## src/rtl/quad_decoder.sv

```systemverilog
`default_nettype none
// ============================================================================
// Module   : quad_decoder
// Purpose  : Receive-side quadrature (A/B) decoder. Synchronizes and
//            debounces the asynchronous encoder phases, decodes Gray-code
//            transitions into step/direction events and drives a WIDTH-bit
//            wrapping up/down position counter. Illegal double transitions
//            raise a sticky error flag instead of counting.
// Ports    : clk      - system clock, all logic on posedge
//            rst      - synchronous active-high reset
//            a, b     - encoder phases A/B (asynchronous)
//            z        - index pulse (asynchronous), only with QUAD_INDEX_EN
//            load     - one-cycle preset strobe, cont <= load_val
//            load_val - preset value
//            clr_err  - clears the sticky err flag
//            cont     - position count
//            step     - one-cycle pulse per accepted legal transition
//            ud       - direction of last legal step (1 = up, 0 = down)
//            err      - sticky illegal-transition flag
// Options  : define QUAD_INDEX_EN to add the z index input; a filtered
//            rising edge of z zeroes cont (below load, above counting).
// Revision : 1.0 - initial release
// ============================================================================
module quad_decoder #(
    parameter int WIDTH       = 8,
    parameter int SYNC_STAGES = 2,
    parameter int FILTER_LEN  = 3
) (
    input  logic             clk,
    input  logic             rst,
    input  logic             a,
    input  logic             b,
`ifdef QUAD_INDEX_EN
    input  logic             z,
`endif
    input  logic             load,
    input  logic [WIDTH-1:0] load_val,
    input  logic             clr_err,
    output logic [WIDTH-1:0] cont,
    output logic             step,
    output logic             ud,
    output logic             err
);

    // Channel vector layout: bit1 = A, bit0 = B, bit2 = Z (when present).
`ifdef QUAD_INDEX_EN
    localparam int c_CH_W = 3;
`else
    localparam int c_CH_W = 2;
`endif

    localparam int                 c_CNT_W    = $clog2(FILTER_LEN + 1);
    localparam logic [c_CNT_W-1:0] c_CNT_ONE  = c_CNT_W'(1);
    localparam logic [c_CNT_W-1:0] c_CNT_FULL = c_CNT_W'(FILTER_LEN);

    localparam logic [0:0] c_ST_UNPRIMED = 1'b0;
    localparam logic [0:0] c_ST_TRACK    = 1'b1;

    // Map a Gray-coded {a,b} pair to its position in the up sequence
    // 00 -> 01 -> 11 -> 10, so a modulo-4 difference classifies a move.
    function automatic logic [1:0] f_pos(input logic [1:0] ab);
        return {ab[1], ab[1] ^ ab[0]};
    endfunction

    logic [c_CH_W-1:0]  w_pins;
    logic [c_CH_W-1:0]  r_sync [SYNC_STAGES];
    logic [c_CH_W-1:0]  w_cand;
    logic [c_CH_W-1:0]  r_cand;
    logic [c_CNT_W-1:0] r_cnt;
    logic [c_CH_W-1:0]  r_filt;
    logic               w_accept;
    logic [1:0]         w_delta;

    logic [0:0]         r_state;
    logic [0:0]         w_state_nxt;
    logic [c_CH_W-1:0]  w_filt_nxt;
    logic [WIDTH-1:0]   r_cont;
    logic [WIDTH-1:0]   w_cont_nxt;
    logic               r_step;
    logic               w_step_nxt;
    logic               r_ud;
    logic               w_ud_nxt;
    logic               r_err;
    logic               w_err_nxt;

`ifdef QUAD_INDEX_EN
    assign w_pins = {z, a, b};
`else
    assign w_pins = {a, b};
`endif

    // Input synchronizer chains, one column per channel.
    always_ff @(posedge clk) begin
        if (rst) begin
            for (int i = 0; i < SYNC_STAGES; i++) begin
                r_sync[i] <= '0;
            end
        end else begin
            r_sync[0] <= w_pins;
            for (int i = 1; i < SYNC_STAGES; i++) begin
                r_sync[i] <= r_sync[i-1];
            end
        end
    end

    assign w_cand = r_sync[SYNC_STAGES-1];

    // Stability filter: r_cnt holds how many consecutive edges have seen
    // the value now in r_cand. A value is accepted on the edge after it has
    // been seen FILTER_LEN times, which makes the pin-to-output latency
    // exactly SYNC_STAGES + FILTER_LEN cycles.
    always_ff @(posedge clk) begin
        if (rst) begin
            r_cand <= '0;
            r_cnt  <= '0;
        end else begin
            r_cand <= w_cand;
            if (w_cand != r_cand) begin
                r_cnt <= c_CNT_ONE;
            end else if (r_cnt != c_CNT_FULL) begin
                r_cnt <= r_cnt + c_CNT_ONE;
            end
        end
    end

    assign w_accept = (r_cnt == c_CNT_FULL) && (r_cand != r_filt);
    assign w_delta  = f_pos(r_cand[1:0]) - f_pos(r_filt[1:0]);

    // State and output registers.
    always_ff @(posedge clk) begin
        if (rst) begin
            r_state <= c_ST_UNPRIMED;
            r_filt  <= '0;
            r_cont  <= '0;
            r_step  <= 1'b0;
            r_ud    <= 1'b1;
            r_err   <= 1'b0;
        end else begin
            r_state <= w_state_nxt;
            r_filt  <= w_filt_nxt;
            r_cont  <= w_cont_nxt;
            r_step  <= w_step_nxt;
            r_ud    <= w_ud_nxt;
            r_err   <= w_err_nxt;
        end
    end

    // Next-state and output decode.
    always_comb begin
        w_state_nxt = r_state;
        w_filt_nxt  = r_filt;
        w_cont_nxt  = r_cont;
        w_step_nxt  = 1'b0;
        w_ud_nxt    = r_ud;
        w_err_nxt   = clr_err ? 1'b0 : r_err;

        case (r_state)
            c_ST_UNPRIMED: begin
                // First accepted value only establishes the reference phase.
                if (w_accept) begin
                    w_filt_nxt  = r_cand;
                    w_state_nxt = c_ST_TRACK;
                end
            end
            c_ST_TRACK: begin
                if (w_accept) begin
                    w_filt_nxt = r_cand;
                    case (w_delta)
                        2'd1: begin
                            w_step_nxt = 1'b1;
                            w_ud_nxt   = 1'b1;
                            w_cont_nxt = r_cont + 1'b1;
                        end
                        2'd3: begin
                            w_step_nxt = 1'b1;
                            w_ud_nxt   = 1'b0;
                            w_cont_nxt = r_cont - 1'b1;
                        end
                        2'd2: begin
                            // Both phases moved at once: direction unknown.
                            w_err_nxt = 1'b1;
                        end
                        default: begin
                            // A/B unchanged (only the index channel moved).
                        end
                    endcase
`ifdef QUAD_INDEX_EN
                    if (r_cand[2] && !r_filt[2]) begin
                        w_cont_nxt = '0;
                    end
`endif
                end
            end
            default: begin
                w_state_nxt = c_ST_UNPRIMED;
            end
        endcase

        // Preset overrides any counting or index clear in the same cycle.
        if (load) begin
            w_cont_nxt = load_val;
        end
    end

    assign cont = r_cont;
    assign step = r_step;
    assign ud   = r_ud;
    assign err  = r_err;

endmodule
`default_nettype wire

```

## config.mk

```make
export PLATFORM = sky130hd
export DESIGN_NAME = quad_decoder
export DESIGN_NICKNAME = d
export VERILOG_FILES = /design/src/rtl/quad_decoder.sv
export SDC_FILE = /design/constraint.sdc
export NUM_CORES = 1
export LEC_CHECK = 0
export ABC_AREA = 1
export CAP_MARGIN = 20
export CORE_MARGIN = 2
export CORE_UTILIZATION = 40
export DETAILED_ROUTE_END_ITERATION = 16
export GPL_TIMING_DRIVEN = 0
export PLACE_DENSITY = 0.63
export SLEW_MARGIN = 20
export SYNTH_ARGS = -nofsm -noshare
export SYNTH_HDL_FRONTEND = slang
export SYNTH_SLANG_ARGS = --single-unit
```

## constraint.sdc

```tcl
create_clock -name clk -period 2.1 [get_ports clk]
set_input_delay 0.42 -clock clk [delete_from_list [all_inputs] [get_ports clk]]
set_output_delay 0.42 -clock clk [all_outputs]
set_load 0.01 [all_outputs]
```

Word-level counts from Yosys, hierarchy flattened:

Memories as Yosys holds them, arrays and structs flattened.
Index checks and enable logic that the tools add are counted.

* register bits after elaboration: 18
* RAM bits: 4
* output and inout port bits: 11
* word-level logic and storage cells: 58
* memories kept: 1

Memories
* r_sync: words 2, width 2, read ports 2, clocked after memory_dff 0, wr ports 2, RTL line 66 `logic [c_CH_W-1:0] r_sync [SYNC_STAGES];`

* $add $sub $neg: 4
* equal/unequal tests: 7
* mux-type cells: 20
* bitwise logic cells: 6
* reduce and logical (&&, ||, !) cells: 11

Operator list (number)
* $mux W8: 3
* $pmux W8 S2: 1
* $mux W1: 12
* $add A8 B1 Y8 const B: 1
* $reduce_bool A2 Y1: 4
* $sub A8 B1 Y8 const B: 1
* $eq A2 B2 Y1 const B: 3
* $mux W2: 3
* $reduce_and A3 Y1: 2
* $ne A2 B2 Y1: 2
* $reduce_or A2 Y1: 2
* $reduce_bool A3 Y1: 1
* $reduce_or A3 Y1: 1
* $add A2 B1 Y2 const B: 1
* $eq A2 B1 Y1 const B: 1
* $ne A2 B2 Y1 const B: 1
* $not A1 Y1: 2
* $or A1 B1 Y1: 2
* $pmux W1 S2: 1
* $sub A2 B2 Y2: 1
* $xor A1 B1 Y1: 2
* $logic_and A1 B1 Y1: 1

Longest topological paths before layout:

* word-level depth: 7
* mapped depth: 18
* mapped depth without buffers: 16

Worst setup path before layout:

Ideal clock, no wire load.

* kind: flip-flop to flip-flop
* start: register r_cand[0]
* end: register r_cont[4], in the netlist cont[4]
* data arrival time: 1928 ps
* path slack: 53 ps
* cell stages (with the launch flop): 17
* buffers on the path: 2
* cell sequence: dfxtp_1 > buf_2 > xnor2_1 > ha_1 > inv_1 > nand3_2 > nand2_2 > buf_12 > nand3_2 > nand2_2 > ha_1 > inv_1 > o21ai_2 > a21oi_1 > or2_1 > nand3_1 > a21oi_1

* word-level cells in the longest chain between the ends: 7
* elaborated cells between the ends (all ways): 13

Ends and longest elaborated chain
* from (decl): RTL line 68 `logic [c_CH_W-1:0] r_cand;`
* from (signal assigned): RTL line 117 `r_cand <= w_cand;`
* $xor A1 B1 Y1: RTL line 62 `return {ab[1], ab[1] ^ ab[0]};`
* $sub A2 B2 Y2: RTL line 127 `assign w_delta = f_pos(r_cand[1:0]) - f_pos(r_filt[1:0]);`
* $eq A2 B2 Y1 or $eq A2 B1 Y1 (tied branches): RTL line 168 `case (w_delta)`
* $pmux W8 S2: RTL line 168
* $mux W8: RTL line 166 `if (w_accept) begin`
* $mux W8: RTL line 157 `case (r_state)`
* $mux W8: RTL line 200 `if (load) begin`
* to (signal assigned): RTL line 141 `r_cont <= w_cont_nxt;`
* to (decl): RTL line 77 `logic [WIDTH-1:0] r_cont;`

Parallel ways exist; a longest one is shown, timed or not. The select of a mux whose other input is x is not followed.
A chain may end at the register's enable or synchronous reset.

Final worst setup path:

* start: register r_filt[1]
* end: register r_cont[5], in the netlist cont[5]

* word-level cells in the longest chain between the ends: 7
* elaborated cells between the ends (all ways): 13

Ends and longest elaborated chain
* from (decl): RTL line 70 `logic [c_CH_W-1:0] r_filt;`
* from (signal assigned): RTL line 140 `r_filt <= w_filt_nxt;`
* $xor A1 B1 Y1: RTL line 62
* $sub A2 B2 Y2: RTL line 127
* $eq A2 B2 Y1 or $eq A2 B1 Y1 (tied branches): RTL line 168
* $pmux W8 S2: RTL line 168
* $mux W8: RTL line 166
* $mux W8: RTL line 157
* $mux W8: RTL line 200

Parallel ways exist; a longest one is shown, timed or not. The select of a mux whose other input is x is not followed.

==> results.yml <==
worst_setup_path:
  ff2ff_path_depth: 17
  arrival_ns: 2.25
  critical_path_class: "reg2reg"
  cp-endpoint: "cont[5]$_SDFFE_PP0P_"
  startpoint: "r_filt[1]$_SDFFE_PP0P_"
  cp_max_fo: 5
  slowest_stage: "dfxtp_4"
  path_buf_inv: 3
  r2r-end: "cont[5]$_SDFFE_PP0P_"
  crit_cells: 17
  cp_common_cell: "nand2_2"
  end_kind: "flip-flop"
  cp.required_ns: 2.31
  crit_path_max_incr_delay_ns: 0.36
  path_cells: "xor2_1, ha_2, inv_2, nand3_2, nand2_4, buf_12, buf_6, nand3_4, nand2_4, nand3_2, nand2_2, nand2_2, nand2_2, nand2_2, nand3_2, nand2_2, a21oi_2"
  rrSetupSlack_ns: 0.05
  crit_path_start_kind: "flip-flop"
  r2r-start: "r_filt[1]$_SDFFE_PP0P_"
  critical_path.top_delay_family: "simple AND/OR/NAND/NOR gates"
power_and_ir_drop:
  seqPwrFrac_pct: 34.7
  sw_frac_of_total_pct: 31.4
  leakage_nw: 0.891
  p_int_w: 0.000922
  p_per_area_nw_per_um2: 629
  power.switching_w: 0.000422
  comb_power_share_pct: 35.0
  vdd_ir_drop_max_mv: 0.415
  pwr-share-clk_pct: 30.3
  fin_total_pwr_w: 0.00134
die:
  initial_utilization_pct: 41.4
  fp.dieW_microns: 65.3
  die_h_microns: 65.3
  io_pins: 25
  core_sq_um: 3630
  fp-row-count: 22
  dieArea_sq_um: 4270
final_layout:
  drive_above_1_share_pct: 34.0
  finalNetCount: 271
  stdcell_count: 301
  fill_cells: 345
  areaGrowthSynthToFinish_pct: 41.9
  antennaDiodeCount: 0
synth:
  ys_types: 30
  ys_seq_area_share_pct: 29.3
  ys_ff_latch: 22
  synthFlopType: "dfxtp_1"
  syn_area_per_cell_sq_um: 7.20
  yosys_warnings: 0
  synthCells: 209
  syn_nets: 226
  synthArstFlopShare_pct: 0
  synth_edf_count: 0
  synth_area_sq_um: 1510
routing:
  drtIter0Drc: 54
  routedWlPerCell_microns: 12.7
  final_antenna_net_count: 0
  viasPerCell: 4.82
  remaining_drc_errors: 0
  firstDrtPassIters: 4
  vias: 1450
  wirelength_microns: 3820
placement:
  post-place-ws_ns: -0.118
  gp_congestion: 0.884
  post-place-cells: 280
  dp_hpwl_microns: 2390
  io_buffers: 23
clock_tree:
  clk-insertion-delay-late_ns: 0.27
  clk_pin_slew_ns: 0.09
  cts-root-buf: "clkbuf_8"
  numCtsBuffers: 3
  cts_tree: "done"
  clkSinkCount: 22
  hold_buffers: 0
  clk_path_buf_depth: 2
  h-tree-depth: 1
min_path:
  hold_path.class: "reg2reg"
global_route:
  gr-usage-met3_pct: 2.23
  gr-max-usage-layer: "met2"
  grt_usage_pct: 18.0
  grt-ovfl-total: 0
  grt_start_max_net_pins: 14
  grt_use_met2_pct: 28.7
  use_met1_pct: 25.6
  antenna_found_initial: 0
  grt_pass1_wl_microns: 5970
  grt_pass1_vias: 1336
outcome:
  status: "completed"
sta:
  fin_worst_skew_ns: 0.00475
  min_period_over_period_pct: 97.5
  slew_viol_final: 0
  rsz0062_at_grt: "true"
  period_minus_slack_ns: 2.05
  timing.fmax_ghz: 0.488
  worst_pin_slew_ns: 0.514
  finalSetupViolCount: 0
  hold_viol: 0
  setup_slack_ns: 0.0525
  relSlewSlack_pct: 65.7
  fin_hold_ws_ns: 0.406
job:
  max_cap_violations: 0
==> synthesized netlist by cell type, types with 2 or more instances <==
cell type,instances,area share [%]
nand3_1,14,4.7
nor2_1,21,5.2
xnor2_1,4,2.3
nand2_2,10,4.2
a21oi_1,14,4.7
nor2_2,2,0.83
clkbuf_8,2,1.8
inv_2,6,1.5
nand3_4,3,3.5
nand2_1,41,10
nand2_4,3,2.2
a21oi_2,5,2.9
dfxtp_1,22,29
inv_1,24,6.0
o21ai_0,10,3.3
ha_1,3,2.5
nand3_2,9,6.0
xor2_1,4,2.3
==> state kept, by name, summed over array words and instances, names as in the netlist <==
name	count
cont	8
r_sync	4
ud	1
r_cand	2
err	1
r_state	1
r_cnt	2
r_filt	2
step	1
==> per-stage QoR <==
step           util, %  area [sq um]  setup TNS [ns]
2_1_floorplan        -          1510               0
4_1_cts           55.5          2020               0
3_3_place_gp      49.4          1800          -0.165
6_report          58.8          2140               0
3_5_place_dp      49.4          1800          -0.202
5_1_grt           58.8          2140          -0.264
==> tightest hold or removal path, delay by kind of cell, from the launching register on <==
kind | cells | cell delay (ns)
flops | 1 | 0.30
buf+inv | 1 | 0.04
simple gates | 1 | 0.03
==> cells in the final DEF, fill, tap and decap left out, drive strengths merged <==
master,n
bufinv,1
clkdlybuf4s50,23
dfxtp,22
a31oi,1
nand3,26
ha,3
o21ai,11
nand2,54
buf,20
clkbuf,5
a21oi,20
nor2,23
xnor2,4
a41oi,1
xor2,4
nor4,1
or2,1
o211ai,1
nand4,1
inv,30
clkinv,1
==> layer usage <==
metal | vias to the layer above | routed length (microns)
met5 | - | 0
li1 | 759 | -
met2 | 23 | 1790
met4 | 0 | 19
met1 | 666 | 1900
met3 | 2 | 115
==> power by group through the flow <==
stage / clock network, W / logic (W) / registers, W
floorplan: 0 / 0.000240 / 0.000477
finish: 0.000407 / 0.000471 / 0.000467
detailed placement: 0 / 0.000332 / 0.000476
CTS: 0.000419 / 0.000415 / 0.000468
global placement: 0 / 0.000330 / 0.000475
global route: 0.000437 / 0.000507 / 0.000470
==> worst min path at each step <==
stage / startpoint / slack (ns) / to / cells after the start
after floorplan: r_sync[0][0]$_SDFF_PP0_ / 0.39 / r_sync[0][2]$_SDFF_PP0_ / 2
after global placement: r_sync[0][1]$_SDFF_PP0_ / 0.39 / r_sync[0][3]$_SDFF_PP0_ / 2
after detailed placement: r_sync[0][1]$_SDFF_PP0_ / 0.40 / r_sync[0][3]$_SDFF_PP0_ / 2
after CTS: r_sync[0][1]$_SDFF_PP0_ / 0.41 / r_sync[0][3]$_SDFF_PP0_ / 2
after global routing: r_sync[0][1]$_SDFF_PP0_ / 0.43 / r_sync[0][3]$_SDFF_PP0_ / 2
final: r_sync[0][1]$_SDFF_PP0_ / 0.41 / r_sync[0][3]$_SDFF_PP0_ / 2
==> cell type report <==
cell class,count,area (sq um),share of cell area (%)
multi-input combinational,151,1000,46.9
buffer,4,52.6,2.46
inverter,31,116,5.45
timing repair buffer,41,382,17.9
clock inverter,1,30.0,1.41
clock buffer,3,41.3,1.93
sequential,22,453,21.2
tap,48,60.1,2.81
==> cell families (layout without fill, tap and decap cells) <==
family | count (synthesis) | count (layout) | synth area share [%]
AOI/OAI and AO/OA | 34 | 34 | 14.0
adders and majority gates | 3 | 3 | 2.49
buffers and inverters | 36 | 80 | 11.5
DFF | 22 | 22 | 29.3
xor gates and xnor gates | 8 | 8 | 4.65
and+or+nand+nor | 106 | 106 | 38.1
==> timing repair <==
item | CTS | global route
setup endpoints to repair | 2 | 8
endpoints found under the hold margin | 0 | 0
gates resized for setup | 18 | 20
pin swaps | 9 | 16
setup buffers | 11 | 7
cloned | 0 | 0
Note: power is estimated with default switching activity, not from simulation.
==> RTL edit 1: new RTL, config.mk and constraints unchanged <==
Add an input register stage for `load`, `load_val` and `clr_err`; this delays them by one clock. The other inputs are not delayed to match. Comments in the files are not updated.
--- a/src/rtl/quad_decoder.sv
+++ b/src/rtl/quad_decoder.sv
@@ -56,6 +56,16 @@
     localparam logic [0:0] c_ST_UNPRIMED = 1'b0;
     localparam logic [0:0] c_ST_TRACK    = 1'b1;
 
+    logic load_q;
+    logic [WIDTH-1:0] load_val_q;
+    logic clr_err_q;
+
+    always_ff @(posedge clk) begin
+        load_q     <= load;
+        load_val_q <= load_val;
+        clr_err_q  <= clr_err;
+    end
+
     // Map a Gray-coded {a,b} pair to its position in the up sequence
     // 00 -> 01 -> 11 -> 10, so a modulo-4 difference classifies a move.
     function automatic logic [1:0] f_pos(input logic [1:0] ab);
@@ -152,7 +162,7 @@
         w_cont_nxt  = r_cont;
         w_step_nxt  = 1'b0;
         w_ud_nxt    = r_ud;
-        w_err_nxt   = clr_err ? 1'b0 : r_err;
+        w_err_nxt   = clr_err_q ? 1'b0 : r_err;
 
         case (r_state)
             c_ST_UNPRIMED: begin
@@ -197,8 +207,8 @@
         endcase
 
         // Preset overrides any counting or index clear in the same cycle.
-        if (load) begin
-            w_cont_nxt = load_val;
+        if (load_q) begin
+            w_cont_nxt = load_val_q;
         end
     end
 
Check against the original RTL: not equivalent (a bounded check fails within 4 cycles, from zero or initial values and one cycle with rst high).
==> RTL edit 1 against the unedited design <==
Critical path depth fell by 3; routed wire length fell by 1.9%; synthesized cell count rose by 5.3%; largest power group is now registers; cell area rose by 5.2%; sequential cell count rose by 10; power rose by 15%; setup slack got worse by 0.018 ns; maximum frequency fell by 0.89%; sequential power rose by 43%; area after synthesis rose by 6.7%.
==> RTL edit 1: results (changes against the unedited design) <==
* Outcome: finished clean
* Grt met3 use at 0.0467 (+0.0244)
* Slew at the pin closest to its max-slew limit at 0.531 ns (+0.0175 ns)
* Lkg Pwr at 0.979 nW (+9.9%)
* Synth cell count leaders: nand2_1 (47), dfxtp_1 (32), inv_1 (27)
* Metal-1 WL at 1880 um (-1.1%)
* Largest net degree at the start of global routing at 11 (-3)
* Total GRT Usage at 0.174 (-0.00637)
* Met2 GRT Util at 0.254 (-0.0333)
* Register area share after synthesis at 0.399 (+0.106)
* Clk sink count at 32 (+45%)
* Post-Place Cells at 294 (+5.0%)
* P_seq at 0.668 mW (+43%)
* Sw Pwr at 0.433 mW (+2.6%)
* Worst Path Max Fanout at 3 (-2)
* Pwr Total at 1.54 mW (+15%)
* Dpl hpwl at 2380 um (-0.40%)
* Clock Skews at 0.00577 ns (+0.00101 ns)
* Netlist cell types at 28 (-6.7%)
* Place WS at -0.145 ns (-0.0277 ns)
* Routing usage on met1 at 0.239 (-0.0167)
* Syn_nets at 237 (+4.9%)
* Routed Wire Length at 3750 um (-1.9%)
* Worst vdd ir at 0.531 mV (+28%)
* Met2 wire len at 1680 um (-5.9%)
* Post-synthesis compound-gate area fraction at 0.129 (-0.0119)
* Fillcell total at 351 (+1.7%)
* Combinational power at 0.377 mW (-20%)
* Ranking of synthesized cells by area: dfxtp_1 (40%), nand2_1 (11%), inv_1 (6.3%)
* Register Area at 656 um^2 (+45%)
* Count of buffers from port buffering at 24 (+4.3%)
* H-tree level count at 2 (+1)
* Clk pin slew, worst setup/hold paths at 0.06 ns (-0.03 ns)
* Post-DP Area at 1910 um^2 (+6.3%)
* Gpl congestion at 0.822 (-7.0%)
* First-pass GRT wire length at 5880 um (-1.5%)
* Synthesized-area fraction occupied by adder cells at 0.0234 (-0.00155)
* Biggest regs: cont x8, load_val_q x8, r_sync x4
* WL met3 at 119 um (+3.5%)
* CTS Buf Count at 5 (+2)
* Post-Synth XOR/XNOR Area at 0.0436 (-0.00290)
## RTL edit 1: cell count changes after synthesis, moves of 3 or more
cell,unedited run,this run
inv_1,24,27
nand3_1,14,17
nand2_1,41,47
dfxtp_1,22,32
nand2_2,10,7
nor2_1,21,24
nand3_4,3,0
## RTL edit 1: area by class of cell
class	instances	share of cell area
clock buffers	7	0.0429
repair buffers	42	0.167
multi-input cells	151	0.404
well taps	50	0.0278
plain buffers	4	0.0134
inverters	32	0.0535
flip-flops and latches	32	0.292
## RTL edit 1: worst paths after layout
kind / startpoint / to / slack (ns) / cells past startpoint
setup / recovery: r_filt[0] / cont[4] / 0.03 / 14
hold / removal: r_sync[0][0] / r_sync[0][2] / 0.40 / 2
setup reg to reg: r_filt[0] / cont[4] / 0.03 / 14
hold reg to reg: r_sync[0][0] / r_sync[0][2] / 0.40 / 2
==> RTL edit 2: new RTL, same flow settings <==
Without the edit above. `SYNC_STAGES`: 2 -> 8.
--- a/src/rtl/quad_decoder.sv
+++ b/src/rtl/quad_decoder.sv
@@ -23,7 +23,7 @@
 // ============================================================================
 module quad_decoder #(
     parameter int WIDTH       = 8,
-    parameter int SYNC_STAGES = 2,
+    parameter int SYNC_STAGES = 8,
     parameter int FILTER_LEN  = 3
 ) (
     input  logic             clk,
Function: changed (Yosys sat finds a counterexample within 10 cycles, from zero or initial values and one cycle with rst high).
==> RTL edit 2 against the unedited design <==
Cell area is 13% higher; first-iteration DRC count increased by 44%; worst hold slack worse by 0.00084 ns; sequential cell count increased by 12; clock skew barely moved; sequential share of layout area increased by 7.6 points; critical path depth decreased by 1; setup slack gained 0.017 ns; area after synthesis up 20%; sequential power grew 52%; routed wire length grew 6.8%; power increased by 37%; count of clock-buffer cells in the layout grew 3; critical endpoint is now cont[6]; largest cell class unchanged; largest power group is now registers.
==> RTL edit 2: results (changes against the unedited design) <==
* Outcome: finished clean
* Ranking of synthesized cells by area: dfxtp_1 (38%), nand2_1 (8.3%), inv_1 (7.7%)
* Lkg Pwr at 1.03 nW (+16%)
* Syn Area/Cell at 7.36 um^2 (+2.2%)
* Nets at 304 (+12%)
* Fillcell total at 415 (+20%)
* Via density at 4.76 (-1.2%)
* Post-Place Cells at 319 (+14%)
* Async set-reset flop share out of synthesis at 0 (unchanged)
* Post-DP Area at 2090 um^2 (+16%)
* Register area share after synthesis at 0.378 (+0.0849)
* Routed Wire Length at 4080 um (+6.8%)
* Syn_nets at 262 (+16%)
* Worst vdd ir at 0.447 mV (+7.7%)
* First-pass GRT wire length at 6370 um (+6.7%)
* Synth cell count leaders: nand2_1 (40), inv_1 (37), dfxtp_1 (34)
* CTS Buf Count at 5 (+2)
* Dpl hpwl at 2730 um (+14%)
* Gpl congestion at 0.900 (+1.8%)
* Worst Path Max Fanout at 6 (+1)
* CTS Root Cell: clkbuf_8
* Count of buffers from port buffering at 22 (-4.3%)
* Slew at the pin closest to its max-slew limit at 0.571 ns (+0.0567 ns)
* Biggest regs: r_sync x16, cont x8
* Vias in the first global route at 1,432 (+7.2%)
* Place WS at -0.174 ns (-0.0564 ns)
* Drt wl/cell at 12.0 um (-5.4%)
* Largest net degree at the start of global routing at 12 (-2)
* DRT iter0 DRCs at 78 (+44%)
* Netlist cell types at 33 (+10%)
* Clk pin slew, worst setup/hold paths at 0.07 ns (-0.02 ns)
* Total GRT Usage at 0.159 (-0.0217)
* Layout cells sized above 1 at 0.299 (-0.0413)
* Clock Tree Buf Depth at 2 (unchanged)
* Final ANT Viol Nets at 0 (unchanged)
* Power Dens Cells at 763 nW/um^2 (+21%)
* H-tree level count at 2 (+1)
* Clock Skews at 0.00456 ns (-0.000195 ns)
-- RTL edit 2: cell count changes in the layout (fill, tap and decap cells not counted), sizes merged, moves of 2 or more --
cell,delta
nor2,+10
clkbuf,+4
a21oi,-7
inv,+11
dfxtp,+12
nand3b,+2
o21ai,-2
nor3,+3
a22oi,+3
-- RTL edit 2: layout make-up --
cell class	instances	share of cell area
Buffer	7	0.0222
Clock buffer	6	0.0341
Clock inverter	2	0.00517
Inverter	41	0.0647
Multi-Input combinational cell	161	0.420
Sequential cell	34	0.288
Tap cell	52	0.0269
Timing Repair Buffer	37	0.139
-- RTL edit 2: logic make-up (layout without fill, tap and decap cells) --
kind of cell / after synthesis / in the layout / synth area share
flops: 34 / 34 / 0.378
buf+inv: 50 / 93 / 0.118
xor+xnor: 9 / 9 / 0.0437
compound gates: 29 / 29 / 0.0916
fa+ha+maj: 3 / 3 / 0.0208
simple gates: 120 / 120 / 0.348
-- RTL edit 2: what timing repair did --
action / CTS / global route
resized for setup: 9 / 33
buffers inserted: 3 / 12
hold buffers: 0 / 0
pin swaps: 4 / 16
setup endpoints to repair: 6 / 5
-- RTL edit 2: critical path, stage by stage, from the launching register on --
cell	delay, ns
dfxtp_4	0.37
xnor2_2	0.19
ha_2	0.24
inv_2	0.05
nand3_2	0.08
nand2_4	0.06
buf_12	0.13
nand3_2	0.05
nand2_2	0.08
ha_4	0.16
inv_2	0.06
nand2_4	0.06
nand3_2	0.07
nand2_1	0.05
nand2_1	0.07
nand3_2	0.08
a21oi_2	0.14
-- RTL edit 2: power by group --
| group | switching [mW] | leakage (nW) | internal [mW] | total (mW) |
|---|---|---|---|---|
| Sequential | 0.0327 | 0.281 | 0.678 | 0.711 |
| Clock | 0.243 | 0.0472 | 0.263 | 0.507 |
| Combinational | 0.324 | 0.705 | 0.304 | 0.628 |
-- RTL edit 2: layer usage --
layer,part of all wire,global-route usage
met1,0.47,0.199
met2,0.49,0.263
met3,0.028,0.0385
met4,0.011,0.0629
met5,0,0
-- RTL edit 2: worst paths after layout --
kind	startpoint	cells past startpoint	end	slack, ns
setup / recovery	r_cand[1]	16	cont[6]	0.07
hold / removal	r_sync[1][0]	2	r_sync[1][2]	0.41
hold reg to reg	r_sync[1][0]	2	r_sync[1][2]	0.41
setup reg to reg	r_cand[1]	16	cont[6]	0.07
